`src/rtl/cpu_mem_pkg.sv`:
```
// Shared definitions for the memory-port arbiter: FSM state encoding,
// MemoryController length/sign encodings and the fixed fetch request length.
package cpu_mem_pkg;

  typedef enum logic [1:0] {
    IDLE   = 2'd0,
    BUSY_I = 2'd1,
    BUSY_D = 2'd2,
    DRAIN  = 2'd3
  } arb_state_t;

  localparam logic [2:0] LEN_BYTE  = 3'b000;
  localparam logic [2:0] LEN_HALF  = 3'b001;
  localparam logic [2:0] LEN_WORD  = 3'b010;
  localparam logic [2:0] LEN_SIGN  = 3'b100;
  localparam logic [2:0] FETCH_LEN = LEN_WORD;

  localparam int CNT_W = 4;

  function automatic logic [CNT_W-1:0] sat_inc(input logic [CNT_W-1:0] v);
    return (v == {CNT_W{1'b1}}) ? v : v + 1'b1;
  endfunction

endpackage

```
`src/rtl/mem_arbiter.sv`:
```
// Single-port memory arbiter: data requests win, fetch is forced after
// STARVE_LIMIT consecutive data grants, and a flush drains an in-flight fetch.
//
// Handshakes: inst_valid/data_valid are levels held by the requester until its
// one-cycle ready pulse; mc_valid is a level held until the one-cycle mc_ready.
module mem_arbiter
  import cpu_mem_pkg::*;
#(
  parameter int STARVE_LIMIT = 4
) (
  input  logic        clk_in,
  input  logic        rst_in,
  input  logic        rdy_in,
  input  logic        flush,
  input  logic        inst_valid,
  input  logic [31:0] inst_addr,
  output logic        inst_ready,
  output logic [31:0] inst_res,
  input  logic        data_valid,
  input  logic        data_wr,
  input  logic [2:0]  data_size,
  input  logic [31:0] data_addr,
  input  logic [31:0] data_value,
  output logic        data_ready,
  output logic [31:0] data_res,
  output logic        mc_valid,
  output logic        mc_wr,
  output logic [31:0] mc_addr,
  output logic [2:0]  mc_len,
  output logic [31:0] mc_data,
  input  logic        mc_ready,
  input  logic [31:0] mc_res,
  output arb_state_t  dbg_state,
  output logic [CNT_W-1:0] dbg_count
);

  localparam logic [CNT_W-1:0] LIMIT = CNT_W'(STARVE_LIMIT);

  arb_state_t       state_q, state_d;
  logic [CNT_W-1:0] count_q, count_d;

  logic fetch_starved;
  assign fetch_starved = inst_valid && (count_q == LIMIT);

  always_ff @(posedge clk_in or negedge rst_in) begin
    if (!rst_in) begin
      state_q <= IDLE;
      count_q <= '0;
    end else begin
      state_q <= state_d;
      count_q <= count_d;
    end
  end

  // With rdy_in low both registers simply hold their value.
  always_comb begin
    state_d = state_q;
    count_d = count_q;
    if (rdy_in) begin
      unique case (state_q)
        IDLE: begin
          if (!inst_valid) begin
            count_d = '0;
          end
          if (data_valid && !fetch_starved) begin
            state_d = BUSY_D;
            if (inst_valid) begin
              count_d = sat_inc(count_q);
            end
          end else if (inst_valid && !flush) begin
            state_d = BUSY_I;
            count_d = '0;
          end
        end
        BUSY_I: begin
          if (mc_ready) begin
            state_d = IDLE;
          end else if (flush) begin
            state_d = DRAIN;
          end
        end
        BUSY_D: begin
          if (mc_ready) begin
            state_d = IDLE;
          end
        end
        DRAIN: begin
          if (mc_ready) begin
            state_d = IDLE;
          end
        end
        default: state_d = IDLE;
      endcase
    end
  end

  // DRAIN keeps presenting the fetch request so the controller sees stable fields.
  always_comb begin
    mc_valid   = (state_q != IDLE);
    mc_data    = data_value;
    mc_wr      = data_wr;
    mc_addr    = data_addr;
    mc_len     = data_size;
    inst_ready = 1'b0;
    data_ready = 1'b0;
    inst_res   = mc_res;
    data_res   = mc_res;
    if (state_q == BUSY_I || state_q == DRAIN) begin
      mc_wr   = 1'b0;
      mc_addr = inst_addr;
      mc_len  = FETCH_LEN;
    end
    if (rdy_in) begin
      inst_ready = (state_q == BUSY_I) && mc_ready && !flush;
      data_ready = (state_q == BUSY_D) && mc_ready;
    end
  end

  assign dbg_state = state_q;
  assign dbg_count = count_q;

endmodule

```
`config.mk`:
```
export PLATFORM = sky130hd
export DESIGN_NAME = mem_arbiter
export DESIGN_NICKNAME = d
export VERILOG_FILES = /design/src/rtl/cpu_mem_pkg.sv /design/src/rtl/mem_arbiter.sv
export SDC_FILE = /design/constraint.sdc
export NUM_CORES = 1
export LEC_CHECK = 0
export ABC_AREA = 1
export CORE_AREA = 2 2 110 112
export DETAILED_ROUTE_END_ITERATION = 10
export DIE_AREA = 0 0 112 114
export PLACE_DENSITY = 0.69
export SLEW_MARGIN = 20
export SYNTH_ARGS = -nofsm -noshare
export SYNTH_HDL_FRONTEND = slang
export SYNTH_SLANG_ARGS = --single-unit
```
`constraint.sdc`:
```
create_clock -name clk_in -period 1.5 [get_ports clk_in]
set_clock_uncertainty 0.05 [all_clocks]
set_input_delay 0.15 -clock clk_in [delete_from_list [all_inputs] [get_ports clk_in]]
set_output_delay 0.15 -clock clk_in [all_outputs]
set_load 0.05 [all_outputs]
```
==> results.md <==
* Status: complete, but fails checks
* Failing checks: setup timing
* Fmax at 0.661 GHz
* Flops & latches, synth at 6
* Largest family of logic cells by synthesized area: buffers and inverters
* Dominant cell type by area after synthesis: buf_4
* Mux cell area share after synthesis at 0%
* Hold/Removal Path Class: in2async
* Total global routing overflow at 0
* Critical path required time at 1300 ps
* RSZ-0062 raised after global routing: true
* Layout fillers at 1285
* Total core area at 11700 um^2
* Synth area leaders: buf_4 (43%), nand2_1 (28%), dfrtp_1 (8.8%), nand3_1 (2.9%), inv_1 (2.6%)
* Power, Total at 5280 uW
* Slew @ Worst Pin at 340 ps
* Post-synthesis sequential area ratio at 8.75%
* Root buf cell: clkbuf_16
* Worst Path Arrival at 1310 ps
* Via Count at 1778
* Pwr dens at 1770 nW/um^2
* Final Cycle Share at 101%
* All-layer global routing usage at 7.69%
* Slew headroom at 77.4%
* Peak VDD IR at 594 uV
* Crit path kind: reg2out
* Yosys cell types at 25
* Global-route wire length before repair at 7940 um
* Final WL at 5900 um
* Leakage at 0.00138 uW
* Final Setup Violations at 5
* Largest net degree at the start of global routing at 33
* Sink Count at 6
* Leading cell type in the layout, fill and taps excluded: nand2_1
* # DRC at 0
* Post-Synthesis Cell Area at 1720 um^2
* Routed len/inst at 12.5 um
* Detailed placement HPWL at 4840 um
* Initial antenna violation count at 0
* Hold Vio Cnt, Final at 0
* Deepest clock path buffer count at 2
* Clk slew on worst S/H paths at 40 ps
* CP startpoint kind: register
* Mapped Nets at 433
* TritonRoute pass-1 iters at 4
* TritonCTS clock tree: yes
* Setup crit end kind: primary output
* Final worst setup slack at -12.2 ps
* Reg area at 156 um^2
* Port bufs at 119
* H-tree depth at 1
* Nets at 468
* Die Y at 114 um
* Placed insts at 463
* Vias in the first global route at 1634
* Row count at 40
* Routability cong. at 0.845
* CTS buffer count at 3
* Synth top area share at 43.3%
* DR vias/cell at 3.76
* Post-Synth Adder-Cell Area at 1.46%
* Fin cells at 473
* Max_cap viols at 0
* Die area at 12800 um^2
* Die width at 112 um
* Ports at 280
* Most frequent cells in the layout: nand2_1 (99), clkdlybuf4s50_1 (74), nand2_2 (32)
* Antenna Nets Post-Route at 0
* Iter 0 DRT Violations at 40
* Syn-to-layout area delta at 73.7%
* Share of cells above drive strength 1 at 37.4%
* Starting Density at 14.6%
* Gate Count Post-Synth at 292
* Avg Inst Size Synth at 5.87 um^2
* Multi-input gate area at 858 um^2
* Synthesis Warnings at 0
* Ant diodes at 0
* Max Slew Vio Count at 0
* Synth Area in XOR/XNOR at 0.511%
* Skew-Pair Late Insertion Delay at 230 ps
* Synth Area in Simple Gates at 40.6%
* Final min period at 1510 ps
* Post-synthesis compound-gate area fraction at 0.584%
* Crit-path max FO at 13
## path summary, 6_finish.rpt
kind	from	to	slack [ps]	depth (start not counted)
worst min register to register	dbg_count[0]$_DFFE_PN0P_	dbg_count[0]$_DFFE_PN0P_	500	2
max in group asynchronous	rst_in	dbg_count[1]$_DFFE_PN0P_	1050	1
worst max register to register	dbg_count[1]$_DFFE_PN0P_	dbg_count[2]$_DFFE_PN0P_	80	10
min in group clk_in	data_value[19]	mc_data[19]	250	0
worst min-delay path	rst_in	dbg_count[2]$_DFFE_PN0P_	120	1
worst max-delay path	dbg_state[0]$_DFFE_PN0P_	mc_len[1]	-10	3
## sequential cells by signal (all words and copies together), names as in the netlist
register   flops
dbg_state      2
dbg_count      4
## what timing repair did
| action | 4_1_cts | 5_1_grt |
|---|---|---|
| setup buffers | 1 | 4 |
| pin swaps | 0 | 3 |
| hold buffers | 0 | 0 |
| gates resized for setup | 47 | 19 |
| gates cloned | 0 | 1 |
| setup endpoints to repair | 34 | 37 |
## synth_stat cells
| cell | n |
|---|---|
| buf_2 | 1 |
| nand4_1 | 2 |
| or2_1 | 1 |
| nand2_1 | 129 |
| nor2_1 | 8 |
| xnor2_1 | 1 |
| nand2_2 | 2 |
| nor2_2 | 1 |
| nand2_4 | 2 |
| dfrtp_1 | 6 |
| clkbuf_1 | 4 |
| nor3_1 | 1 |
| inv_2 | 3 |
| o21ai_0 | 1 |
| nand3_2 | 1 |
| nand3_4 | 1 |
| inv_1 | 12 |
| ha_1 | 2 |
| nand3b_1 | 1 |
| nor2_4 | 1 |
| nand2_8 | 1 |
| inv_4 | 1 |
| buf_4 | 99 |
| o21ai_1 | 1 |
| nand3_1 | 10 |
## per-stage QoR
stage | instance area, um^2 | hold slack [ps] | worst slack [ps] | utilization (%) | TNS (ps)
5_1_grt | 2980 | 136 | -83.9 | 25.4 | -2150
3_5_place_dp | 2590 | 250 | 47.7 | 22.1 | 0
6_report | 2980 | 118 | -12.2 | 25.4 | -16.4
4_1_cts | 2850 | 129 | -40.0 | 24.4 | -262
3_3_place_gp | 2590 | 250 | 25.1 | 22.1 | 0
2_1_floorplan | 1840 | -196 | 5.88 | - | 0
## worst max-delay path: stages (launching register included)
cell	delay (ps)
dfrtp_2	490
buf_6	180
or2_4	260
buf_12	150
## area by class of cell
type	count	area share [%]
Clock buffer	4	2.64
Inverter	16	2.18
Multi-Input combinational cell	166	28.8
Sequential cell	6	5.25
Tap cell	147	6.17
Timing Repair Buffer	134	55.0
## power by group
part | switching [uW] | internal (uW) | total [uW] | leakage [uW]
Clock | 88.7 | 352 | 441 | 0.0000382
Sequential | 97.8 | 215 | 313 | 0.0000731
Combinational | 2610 | 1920 | 4520 | 0.00127
## per-layer routing
metal	share of wire (%)	vias up	GRT usage, %	wire length, um
li1	-	850	-	-
met1	33	770	7.60	1930
met2	48	112	12.6	2850
met3	13	46	3.88	754
met4	6.2	0	5.37	367
met5	0	-	0	0
## logic make-up (layout without fill, tap and decap cells)
group | after synthesis | count (layout)
DFF | 6 | 6
xor gates and xnor gates | 1 | 1
buffers and inverters | 120 | 154
AOI/OAI and AO/OA | 2 | 2
adders and majority gates | 2 | 2
and+or+nand+nor | 161 | 161
(Power assumes the default switching activity.)
